`src/rtl/pipe_stage_reg_if.sv`:
```
// Handshake bundle for one pipeline stage register: upstream entry in, head entry out.
// The stage itself takes the slave side; whoever feeds and drains it takes the master side.
interface pipe_stage_reg_if #(
  parameter int unsigned DATA_W = 128
);
  logic              in_valid;
  logic              in_ready;
  logic [DATA_W-1:0] in_data;
  logic [31:0]       in_pc;
  logic              in_bd;
  logic [4:0]        in_exc;

  logic              out_valid;
  logic              out_ready;
  logic [DATA_W-1:0] out_data;
  logic [31:0]       out_pc;
  logic              out_bd;
  logic [4:0]        out_exc;

  modport master (
    output in_valid, in_data, in_pc, in_bd, in_exc, out_ready,
    input  in_ready, out_valid, out_data, out_pc, out_bd, out_exc
  );

  modport slave (
    input  in_valid, in_data, in_pc, in_bd, in_exc, out_ready,
    output in_ready, out_valid, out_data, out_pc, out_bd, out_exc
  );
endinterface

```
`src/rtl/pipe_stage_reg.sv`:
```
// Two-entry (main + skid) pipeline stage register with flush and a saturating bubble counter.
// Handshake outputs decode only from the state register, so no ready/valid combinational path.
module pipe_stage_reg #(
  parameter int unsigned DATA_W   = 128,
  parameter logic [31:0] RESET_PC = 32'h0000_3000,
  parameter bit          KEEP_PC  = 1'b1,
  parameter int unsigned CNT_W    = 16
) (
  input  logic             clk,
  input  logic             reset,
  pipe_stage_reg_if.slave  bus,
  input  logic             flush,
  input  logic             cnt_clr,
  output logic [CNT_W-1:0] bubble_cnt
);

  typedef struct packed {
    logic [DATA_W-1:0] data;
    logic [31:0]       pc;
    logic              bd;
    logic [4:0]        exc;
  } entry_t;

  typedef enum logic [1:0] {
    StEmpty = 2'd0,
    StOne   = 2'd1,
    StTwo   = 2'd2
  } state_e;

  localparam logic [CNT_W-1:0] CntMax = '1;

  state_e           state_q;
  entry_t           main_q;
  entry_t           skid_q;
  entry_t           in_ent;
  entry_t           flush_ent;
  logic             accept;
  logic             drain;
  logic [CNT_W-1:0] cnt_q;

  assign in_ent = '{data: bus.in_data, pc: bus.in_pc, bd: bus.in_bd, exc: bus.in_exc};

  // Bubble left behind by a flush: nop payload, no exception, PC per KEEP_PC.
  assign flush_ent = '{data: '0, pc: (KEEP_PC ? bus.in_pc : RESET_PC), bd: bus.in_bd, exc: '0};

  assign bus.in_ready  = (state_q != StTwo);
  assign bus.out_valid = (state_q != StEmpty);
  assign accept        = bus.in_valid & bus.in_ready;
  assign drain         = bus.out_valid & bus.out_ready;

  always_ff @(posedge clk) begin
    if (reset) begin
      state_q <= StEmpty;
      main_q  <= '{data: '0, pc: RESET_PC, bd: 1'b0, exc: '0};
      skid_q  <= '{data: '0, pc: RESET_PC, bd: 1'b0, exc: '0};
    end else if (flush) begin
      state_q <= StEmpty;
      main_q  <= flush_ent;
      skid_q  <= flush_ent;
    end else begin
      unique case (state_q)
        StEmpty: begin
          if (accept) begin
            main_q  <= in_ent;
            state_q <= StOne;
          end
        end
        StOne: begin
          if (accept && drain) begin
            main_q <= in_ent;
          end else if (accept) begin
            skid_q  <= in_ent;
            state_q <= StTwo;
          end else if (drain) begin
            state_q <= StEmpty;
          end
        end
        StTwo: begin
          // in_ready is low here, so a drain never coincides with an accept.
          if (drain) begin
            main_q  <= skid_q;
            state_q <= StOne;
          end
        end
        default: state_q <= StEmpty;
      endcase
    end
  end

  always_ff @(posedge clk) begin
    if (reset || cnt_clr) begin
      cnt_q <= '0;
    end else if ((state_q == StEmpty) && (cnt_q != CntMax)) begin
      cnt_q <= cnt_q + 1'b1;
    end
  end

  assign bubble_cnt   = cnt_q;
  assign bus.out_data = (state_q == StEmpty) ? '0 : main_q.data;
  assign bus.out_pc   = main_q.pc;
  assign bus.out_bd   = main_q.bd;
  assign bus.out_exc  = main_q.exc;

endmodule

```
`src/flat_wrapper.sv`:
```
// flat-port wrapper written by rule: the top's interface ports become plain ports
module pipe_stage_reg_flat 
#(
  parameter int unsigned DATA_W   = 128,
  parameter logic [31:0] RESET_PC = 32'h0000_3000,
  parameter bit          KEEP_PC  = 1'b1,
  parameter int unsigned CNT_W    = 16
)
  (clk, reset, flush, cnt_clr, bubble_cnt, bus_in_valid, bus_in_data, bus_in_pc, bus_in_bd, bus_in_exc, bus_out_ready, bus_in_ready, bus_out_valid, bus_out_data, bus_out_pc, bus_out_bd, bus_out_exc);
  pipe_stage_reg_if #(.DATA_W(DATA_W)) bus_i ();
  input  logic clk;
  input  logic reset;
  input  logic flush;
  input  logic cnt_clr;
  output logic [CNT_W-1:0] bubble_cnt;
  input wire logic [$bits(bus_i.in_valid)-1:0] bus_in_valid;
  input wire logic [$bits(bus_i.in_data)-1:0] bus_in_data;
  input wire logic [$bits(bus_i.in_pc)-1:0] bus_in_pc;
  input wire logic [$bits(bus_i.in_bd)-1:0] bus_in_bd;
  input wire logic [$bits(bus_i.in_exc)-1:0] bus_in_exc;
  input wire logic [$bits(bus_i.out_ready)-1:0] bus_out_ready;
  output wire logic [$bits(bus_i.in_ready)-1:0] bus_in_ready;
  output wire logic [$bits(bus_i.out_valid)-1:0] bus_out_valid;
  output wire logic [$bits(bus_i.out_data)-1:0] bus_out_data;
  output wire logic [$bits(bus_i.out_pc)-1:0] bus_out_pc;
  output wire logic [$bits(bus_i.out_bd)-1:0] bus_out_bd;
  output wire logic [$bits(bus_i.out_exc)-1:0] bus_out_exc;
  assign bus_i.in_valid = bus_in_valid;
  assign bus_i.in_data = bus_in_data;
  assign bus_i.in_pc = bus_in_pc;
  assign bus_i.in_bd = bus_in_bd;
  assign bus_i.in_exc = bus_in_exc;
  assign bus_i.out_ready = bus_out_ready;
  assign bus_in_ready = bus_i.in_ready;
  assign bus_out_valid = bus_i.out_valid;
  assign bus_out_data = bus_i.out_data;
  assign bus_out_pc = bus_i.out_pc;
  assign bus_out_bd = bus_i.out_bd;
  assign bus_out_exc = bus_i.out_exc;
  pipe_stage_reg #(.DATA_W(DATA_W), .RESET_PC(RESET_PC), .KEEP_PC(KEEP_PC), .CNT_W(CNT_W)) u_core (.clk(clk), .reset(reset), .bus(bus_i), .flush(flush), .cnt_clr(cnt_clr), .bubble_cnt(bubble_cnt));
endmodule
```
`config.mk`:
```
export PLATFORM = sky130hd
export DESIGN_NAME = pipe_stage_reg_flat
export DESIGN_NICKNAME = d
export VERILOG_FILES = /design/src/rtl/pipe_stage_reg_if.sv /design/src/rtl/pipe_stage_reg.sv /design/src/flat_wrapper.sv
export SDC_FILE = /design/constraint.sdc
export NUM_CORES = 1
export LEC_CHECK = 0
export BUFFER_PORTS_ARGS = -buffer_cell sky130_fd_sc_hd__buf_4
export CORE_MARGIN = 2
export CORE_UTILIZATION = 34
export CTS_CLUSTER_SIZE = 10
export DETAILED_ROUTE_END_ITERATION = 8
export GPL_TIMING_DRIVEN = 1
export PLACE_DENSITY_LB_ADDON = 0.08
export REMOVE_ABC_BUFFERS = 1
export SLEW_MARGIN = 20
export SYNTH_ARGS = -nofsm -noshare
export SYNTH_HDL_FRONTEND = slang
export SYNTH_SLANG_ARGS = --single-unit
```
`constraint.sdc`:
```
create_clock -name clk -period 1.6 [get_ports clk]
set_input_delay 0 -clock clk [delete_from_list [all_inputs] [get_ports clk]]
set_output_delay 0 -clock clk [all_outputs]
set_load 0.02 [all_outputs]
```
==> results of run 1 <==
==> power groups by stage <==
| stage | logic, mW | registers (mW) | clock network, mW |
|---|---|---|---|
| 3_3_place_gp | 2.11 | 9.35 | 0 |
| 4_1_cts | 3.27 | 9.17 | 8.98 |
| 2_1_floorplan | 1.10 | 9.41 | 0 |
| 3_5_place_dp | 2.14 | 9.35 | 0 |
| 6_report | 3.64 | 9.20 | 8.75 |
| 5_1_grt | 3.88 | 9.22 | 9.32 |
==> placed cells by master (no fill, tap or decap), drive strengths merged, types with 5 or more instances in the layout <==
cell         instances
a21oi              177
or2                  5
nand3                6
buf                553
and2               128
mux2i              135
nor4                 5
a211oi             137
nand2              369
or4                  5
nor2               174
a311oi              32
dfxtp              350
clkbuf              75
or3                  6
inv                  7
nand4                6
o21ai               41
dlygate4sd3        171
==> state kept, by name, summed over array words and instances, names as in the netlist <==
name and flops:
u_core.bus.out_pc 32, u_core.bubble_cnt 16, u_core.bus.out_bd 1, u_core.main_q 128, u_core.state_q 2, u_core.bus.out_exc 5, u_core.skid_q 166
==> through the flow <==
stage | utilization (%) | hold slack, ns | cell area, um2 | TNS (ns)
detailed placement | 43.1 | 0.237 | 18900 | -34.51
global placement | 43.1 | 0.239 | 18900 | -22.45
finish | 58.1 | 0.228 | 25500 | -56.92
global route | 58.1 | 0.230 | 25500 | -91.87
floorplan | - | 0.0691 | 14100 | -2843.02
CTS | 55.2 | 0.192 | 24200 | -64.28
==> metal layers <==
layer | wire length, um | up-vias | GRT usage, % | part of all wire, %
li1 | - | 7338 | - | -
met1 | 25700 | 7242 | 29.9 | 44
met2 | 27800 | 370 | 38.2 | 48
met3 | 3280 | 83 | 5.23 | 5.6
met4 | 1240 | 2 | 6.83 | 2.1
met5 | 16 | - | 0 | 0.028
==> cell families (layout without fill, tap and decap cells) <==
logic type / after synthesis / after routing / share of synthesized area (%)
other: 0 / 3 / 0
DFF: 350 / 350 / 46.6
AOI/OAI and AO/OA: 396 / 396 / 16.4
buffers and inverters: 196 / 809 / 6.50
and+or+nand+nor: 724 / 724 / 21.4
adders and majority gates: 1 / 1 / 0.0833
muxes: 135 / 135 / 8.99
==> area by class of cell <==
type	count	share of cell area (%)
inverters	5	0.0932
well taps	592	2.90
clock buffers	56	4.56
flip-flops and latches	350	27.5
repair buffers	745	32.6
clock inverters	3	0.132
diodes	3	0.0294
multi-input cells	1256	32.2
==> critical path: stages (launching register included) <==
cell and delay (ns):
dfxtp_4 0.37, nor2_8 0.13, inv_6 0.06, buf_12 0.17
clkbuf_16 0.19, and2_1 0.17, buf_4 0.15
==> worst max-delay path by stage <==
stage / from / to / slack, ns / depth (start not counted)
2_1_floorplan: u_core.state_q[0] / u_core.skid_q[18] / -12.33 / 4
3_3_place_gp: u_core.state_q[1] / u_core.skid_q[40] / -0.11 / 6
3_5_place_dp: u_core.state_q[1] / u_core.skid_q[141] / -0.17 / 6
4_1_cts: u_core.state_q[0] / u_core.main_q[67] / -0.25 / 9
5_1_grt: u_core.state_q[0] / u_core.main_q[114] / -0.30 / 10
6_report: u_core.state_q[1] / bus_out_data[62] / -0.21 / 6
==> timing repair <==
item                                   4_1_cts  5_1_grt
buffers inserted                            43       16
setup endpoints to repair                  466      477
cloned                                      40       22
resized for setup                          236      220
pin swaps                                   64      107
hold buffers                               171        0
endpoints found under the hold margin      350        0
==> impl_metrics.csv, run 1 <==
group,metric,value,unit
die,die_h,214,um
synthesis,synth_area_leaders,"dfxtp_1, nand2_1, mux2i_1, a211oi_1, a21oi_1",
synthesis,synth_top_cell_by_area,"dfxtp_1",
sta,grt_setup_unrepaired,"yes",
status,status,"finished with violations",
worst_setup_path,crit_arrival,1.81,ns
worst_setup_path,r2r_cells,10,
sta,max_freq,552,MHz
placed_design,globalplace.congestion,0.768,
worst_setup_path,r2r_end,"u_core.main_q[43]",
placed_design,pre_cts_slack,-0.166,ns
finish,syn_to_final_growth,69.8,%
worst_setup_path,cp-end-kind,"output pin",
routing,vias,15000,
min_path,hold_end,"u_core.skid_q[18]",
grt,overflow,0,
routing,dr.first_iter.drc_count,980,
synthesis,synth_cells,1802,
clock_network,root_buffer,"clkbuf_16",
pwr,intPower,16.0,mW
die,core,0.0439,mm2
sta,setup-violations-final,466,
pwr,pwr_density_cell,846,mW/mm2
synthesis,syn_area_per_cell,8.34,um2
worst_setup_path,startpoint_type,"flop",
clock_network,cts_inserted_buffers,42,
clock_network,clock-sinks,350,
grt,grt_pass1_vias,14600,
finish,drive_gt1_share,36.5,%
pwr,p_switching,5.63,mW
worst_setup_path,cp_max_fo,11,
pwr,seqPwrFrac,42.6,%
synthesis,yosys_register_bits,350,
pwr,switching_share,26.1,%
sta,fin_crit_sh,113,%
die,dieArea,0.0459,mm2
sta,slew_violations,0,
min_path,hp-class,"in -> reg",
synthesis,ys_seq_area_share,46.6,%
synthesis,synth.distinct_cells,43,
finish,fillers,3916,
die,io_pins,356,
pwr,p_clk_share,40.5,%
sta,final.setup.worst_slack,-0.213,ns
clock_network,clkLatencyLatePin,0.58,ns
synthesis,synthFlopType,"dfxtp_1",
sta,worst_pin_slew,0.471,ns
routing,wl_per_cell,19.3,um
finish,seq_area,0.00701,mm2
sta,hold_viol,0,
placed_design,dp_hpwl,30800,um
synthesis,yosys_warnings,0,
worst_setup_path,reg2reg_from,"u_core.state_q[0]",
synthesis,synth_common_cells,"nand2_1, dfxtp_1, a21oi_1",
clock_network,h-tree-depth,2,
clock_network,cts_tree,"done",
clock_network,cts_buffer_depth,3,
sta,final.min_clock_period,1.81,ns
job,maxCapViolations,0,
die,rows,77,
worst_setup_path,rrSetupSlack,-0.20,ns
min_path,min_path_cells,4,
grt,grt_max_degree,85,
routing,drc,0,
synthesis,yosysMostFrequentCell,"nand2_1",
placed_design,post-place-cells,2666,
clock_network,clk_pin_slew,0.06,ns
grt,grt_pass1_wl,84400,um
grt,grt_usage,23.0,%
min_path,min_from,"bus_in_pc[12]",
finish,fin_cells,3010,
pwr,ir_worst_vdd,0.692,mV
placed_design,port_buffers,355,
worst_setup_path,critPathRequiredTime,1.60,ns
sta,slew_headroom,68.6,%
finish,multi_input_area,0.00821,mm2
die,die_w,214,um
status,violations,"setup timing",
finish,nets,2573,
synthesis,synthDominantCellAreaShare,46.6,%
routing,first_pass_iters,5,
sta,clock_skew,0.0189,ns
grt,antenna_found_initial,4,
pwr,finalPower,21.6,mW
pwr,power_leakage,11.0,nW
synthesis,synth_area,0.0150,mm2
routing,viasPerCell,5.00,
routing,ant_nets,0,
die,start_util,34.2,%
routing,wl,58100,um
synthesis,async_flop_share,0,%
worst_setup_path,critical_path_class,"reg -> out",
pwr,combPwrFrac,16.9,%
synthesis,synth-edff-count,0,
(Power assumes the default switching activity.)
==> inputs of run 2 (changes only) <==
CORE_ASPECT_RATIO = 1.1   (was default)
==> run 2 against run 1 <==
The run still ends with setup timing left. Critical path depth grew 3. Via count grew 1.8%. Cell count shrank 0.80%. Clock power shrank 4.1%. Flip-flop and latch count is the same. Worst hold slack gained 0.012 ns. Core utilization grew 2.5 points. Power shrank 1.1%. Sequential power is essentially flat. Wire length grew 2.9%. Combinational power grew 3%. Clock skew shrank 0.0086 ns.
==> impl_metrics.csv, run 2 (synthesized netlist as in run 1, its figures left out) <==
group,metric,value,unit
clock_network,cts_tree,"done",
grt,antenna_found_initial,0,
worst_setup_path,startpoint_type,"flop",
clock_network,cts_buffer_depth,3,
clock_network,h-tree-depth,2,
die,die_w,204,um
clock_network,clk_pin_slew,0.06,ns
status,status,"finished with violations",
sta,hold_viol,0,
placed_design,dp_hpwl,29600,um
die,io_pins,356,
finish,largest_reg_flops,166,
job,maxCapViolations,0,
die,dieArea,0.0459,mm2
pwr,power_leakage,11.5,nW
worst_setup_path,cp-end-kind,"flop",
worst_setup_path,critical_path_class,"reg -> reg",
sta,max_freq,549,MHz
die,die_h,224,um
finish,final_cell_mix,"dfxtp_1, buf_4, nand2_1, dlygate4sd3_1, nor2_1",
min_path,hp-class,"in -> reg",
sta,worst_pin_slew,0.452,ns
placed_design,globalplace.congestion,0.766,
finish,syn_to_final_growth,75.5,%
placed_design,port_buffers,355,
sta,setup-violations-final,424,
die,rows,80,
sta,clock_skew,0.0102,ns
sta,final.min_clock_period,1.82,ns
status,violations,"setup timing",
worst_setup_path,rrSetupSlack,-0.22,ns
worst_setup_path,crit_arrival,2.31,ns
sta,grt_setup_unrepaired,"yes",
routing,dr.first_iter.drc_count,649,
routing,wl_per_cell,20.0,um
finish,fillers,3656,
routing,vias,15300,
routing,ant_nets,0,
pwr,finalPower,21.4,mW
grt,grt_pass1_wl,79500,um
pwr,ir_worst_vdd,0.760,mV
finish,nets,2579,
grt,grt_max_degree,69,
sta,setup_tns,-63.13,ns
die,core,0.0435,mm2
routing,drc,0,
grt,grt_usage,22.0,%
clock_network,clkLatencyLatePin,0.55,ns
finish,diodes,0,
finish,seq_area,0.00702,mm2
worst_setup_path,cp_max_fo,7,
pwr,pwr_density_cell,810,mW/mm2
worst_setup_path,critPathRequiredTime,2.09,ns
sta,fin_crit_sh,114,%
clock_network,cts_inserted_buffers,41,
sta,slew_violations,0,
clock_network,root_buffer,"clkbuf_16",
finish,drive_gt1_share,42.8,%
grt,overflow,0,
routing,viasPerCell,5.12,
finish,multi_input_area,0.00884,mm2
finish,final_common_cell,"dfxtp_1",
clock_network,clock-sinks,350,
finish,regMostFlops,"u_core.skid_q",
sta,final.setup.worst_slack,-0.223,ns
routing,first_pass_iters,5,
routing,wl,59800,um
grt,grt_pass1_vias,14200,
die,start_util,34.5,%
sta,slew_headroom,69.9,%
[run 2: path summary, 6_finish.rpt]
kind	from	end	cells after the start
setup / recovery	u_core.state_q[1]	u_core.skid_q[63]	9
hold / removal	bus_in_pc[12]	u_core.skid_q[18]	4
setup reg to reg	u_core.state_q[1]	u_core.skid_q[63]	9
hold reg to reg	u_core.skid_q[54]	u_core.skid_q[54]	2
[run 2: final cells by class]
cell class,instances,share of cell area (%)
Clock inverter,2,0.0617
Sequential cell,350,26.6
Multi-Input combinational cell,1256,33.5
Timing Repair Buffer,752,32.8
Inverter,5,0.0997
Tap cell,574,2.72
Clock buffer,47,4.18
[run 2: power by group]
group / leakage, nW / internal, mW / switching (mW) / total, mW
sequential: 2.86 / 9.02 / 0.205 / 9.22
combinational: 8.06 / 1.96 / 1.80 / 3.75
clock: 0.545 / 4.79 / 3.59 / 8.39
total: 11.5 / 15.8 / 5.59 / 21.4
[run 2: per-layer routing]
layer	part of all wire [%]	up-vias	track usage (%)
met5	0	-	0
met4	2.7	0	7.71
met3	5.9	102	4.72
met2	50	463	36.7
met1	42	7403	28.0
li1	-	7335	-
[run 2: critical path, stage by stage (launching register included)]
cell and delay [ns]:
dfxtp_4 0.37, buf_6 0.13, nor4bb_4 0.37, buf_6 0.19
buf_12 0.11, buf_12 0.12, buf_12 0.12, buf_16 0.15
nand2_2 0.07, a21oi_2 0.12
[run 2: what timing repair did]
item	CTS	global route
hold buffers	171	0
pin swaps	36	221
gates cloned	31	41
buffers inserted	35	30
endpoints found under the hold margin	350	0
gates resized for setup	204	506
endpoints found under the setup margin	469	467
[run 2: metrics by stage]
step / instance area [um2] / utilization (%) / instances / setup WS (ns) / hold WS (ns)
after floorplan: 14100 / - / 1611 / -12.33 / 0.0691
after global placement: 18700 / 43.0 / 2642 / -0.182 / 0.232
after detailed placement: 18700 / 43.0 / 2642 / -0.201 / 0.232
after CTS: 23400 / 53.8 / 2927 / -0.224 / 0.198
after global routing: 26400 / 60.5 / 2986 / -0.319 / 0.239
final: 26400 / 60.5 / 2986 / -0.223 / 0.240
==> inputs of run 3 (changes only) <==
CAP_MARGIN = 20   (was default)
CELL_PAD_IN_SITES_DETAIL_PLACEMENT = 1   (was default)
CELL_PAD_IN_SITES_GLOBAL_PLACEMENT = 2   (was default)
CORE_UTILIZATION = 28   (was 34)
==> run 3 against run 2 <==
The run still ends with setup timing left. Non-clock buffer count shrank 5. Clock power grew 13%. Combinational power shrank 6.7%. Critical path type is now reg -> out. Critical endpoint is now bus_out_data[77].
==> impl_metrics.csv, run 3 (synthesized netlist as in run 1, its figures left out) <==
group,metric,value,unit
status,status,"finished with violations",
status,violations,"setup timing",
pwr,intPower,16.4,mW
finish,fin_cells,3125,
routing,vias,15200,
worst_setup_path,critical_path_class,"reg -> out",
clock_network,clkLatencyLatePin,0.57,ns
grt,grt_pass1_vias,15300,
worst_setup_path,path_delay_family,"buffers and inverters",
finish,final_util,47.8,%
clock_network,h-tree-depth,2,
grt,overflow,0,
clock_network,root_buffer,"clkbuf_16",
worst_setup_path,critPathMaxStageDelay,0.36,ns
pwr,power_leakage,10.9,nW
die,io_pins,356,
die,dieArea,0.0555,mm2
pwr,combPwrFrac,15.8,%
grt,grt_usage,20.7,%
pwr,p_clk_share,42.8,%
clock_network,clk_pin_slew,0.06,ns
routing,wl_per_cell,20.8,um
sta,hold_viol,0,
pwr,pwr_density_cell,871,mW/mm2
die,rows,89,
placed_design,globalplace.congestion,0.739,
worst_setup_path,crit_arrival,1.83,ns
grt,grt_pass1_wl,89600,um
grt,grt_max_degree,62,
sta,whs,0.197,ns
die,die_h,247,um
worst_setup_path,startpoint_type,"flop",
sta,final.setup.worst_slack,-0.228,ns
worst_setup_path,critPathRequiredTime,1.60,ns
pwr,ir_worst_vdd,0.787,mV
worst_setup_path,rrSetupSlack,-0.23,ns
routing,wl,65100,um
routing,first_pass_iters,4,
sta,slew_headroom,67.9,%
worst_setup_path,cp_max_fo,9,
worst_setup_path,cp-end-kind,"output pin",
worst_setup_path,crit_chain,"nor2_8 > inv_4 > buf_12 > buf_4 > buf_12 > and2_4 > buf_6",
clock_network,clock-sinks,350,
clock_network,cts_inserted_buffers,44,
sta,fin_crit_sh,114,%
sta,max_freq,547,MHz
pwr,switching_share,26.3,%
routing,dr.first_iter.drc_count,689,
clock_network,cts_buffer_depth,3,
routing,drc,0,
pwr,p_switching,5.84,mW
finish,nets,2579,
worst_setup_path,path_buf_inv,5,
die,start_util,28.2,%
pwr,seqPwrFrac,41.4,%
finish,regMostFlops,"u_core.skid_q",
sta,clock_skew,0.0221,ns
placed_design,post-place-cells,2754,
sta,grt_setup_unrepaired,"yes",
die,die_w,225,um
placed_design,dp_hpwl,35400,um
job,maxCapViolations,0,
min_path,hp-class,"in -> reg",
finish,drive_gt1_share,35.5,%
die,core,0.0533,mm2
sta,final.min_clock_period,1.83,ns
finish,largest_reg_flops,166,
worst_setup_path,worst_path_max_delay_cell,"dfxtp_4",
finish,syn_to_final_growth,69.6,%
routing,viasPerCell,4.86,
sta,setup-violations-final,418,
worst_setup_path,crit_top_cell,"buf_12",
finish,final_cell_mix,"nand2_1, dfxtp_1, buf_4, dlygate4sd3_1, a21oi_1",
sta,slew_violations,0,
placed_design,port_buffers,355,
finish,final_common_cell,"nand2_1",
routing,ant_nets,0,
sta,worst_pin_slew,0.481,ns
grt,antenna_found_initial,7,
clock_network,cts_tree,"done",
-- run 3: worst reg2reg max path: stages (launching register included) --
cell	delay (ns)
dfxtp_4	0.36
buf_6	0.13
buf_6	0.11
nand3b_1	0.22
o211ai_1	0.14
buf_4	0.19
buf_6	0.15
clkbuf_16	0.17
nor2_1	0.05
a311oi_1	0.22
-- run 3: worst paths after layout --
path / startpoint / to / cells after the start
max reg2reg: u_core.state_q[0] / u_core.bus.out_pc[23] / 9
max: u_core.state_q[0] / bus_out_data[77] / 7
min: bus_in_pc[13] / u_core.skid_q[19] / 4
min reg2reg: u_core.skid_q[119] / u_core.skid_q[119] / 2
-- run 3: timing repair --
action                     in CTS  in global routing
buffers inserted               18                 41
pin swaps                      35                 84
gates resized for setup       146                292
gates cloned                   23                 40
setup endpoints to repair     468                475
hold endpoints to repair      350                  0
hold buffers                  171                  0
-- run 3: through the flow --
step / power, mW / TNS (ns) / cell area [um2] / worst slack [ns]
2_1_floorplan: 10.5 / -2843.02 / 14100 / -12.33
3_3_place_gp: 11.5 / -44.45 / 18900 / -0.218
3_5_place_dp: 11.5 / -55.33 / 18900 / -0.247
4_1_cts: 21.8 / -64.37 / 23200 / -0.288
5_1_grt: 23.1 / -82.58 / 25500 / -0.305
6_report: 22.2 / -49.05 / 25500 / -0.228
-- run 3: final cells by class --
cell class | instances | area, um2
Antenna cell | 5 | 12.5
Clock inverter | 3 | 22.5
Tap cell | 682 | 853
Timing Repair Buffer | 747 | 8260
Multi-Input combinational cell | 1258 | 7990
Fill cell | 5990 | 27900
Sequential cell | 350 | 7020
Clock buffer | 75 | 1310
Inverter | 5 | 21.3
-- run 3: metal layers --
layer / GRT usage (%) / part of all wire (%) / up-vias / wire length, um
li1: - / - / 7349 / -
met1: 24.5 / 42 / 7449 / 27100
met2: 36.6 / 51 / 286 / 33000
met3: 5.30 / 5.2 / 91 / 3400
met4: 5.96 / 2.4 / 4 / 1580
met5: 0 / 0.038 / - / 25
-- run 3: power by group through the flow --
stage               clock (mW)  combinational [mW]  sequential, mW
floorplan                    0                1.10            9.41
global placement             0                2.13            9.35
detailed placement           0                2.18            9.36
CTS                       9.79                2.87            9.17
global route              10.1                3.74            9.23
finish                    9.50                3.50            9.20
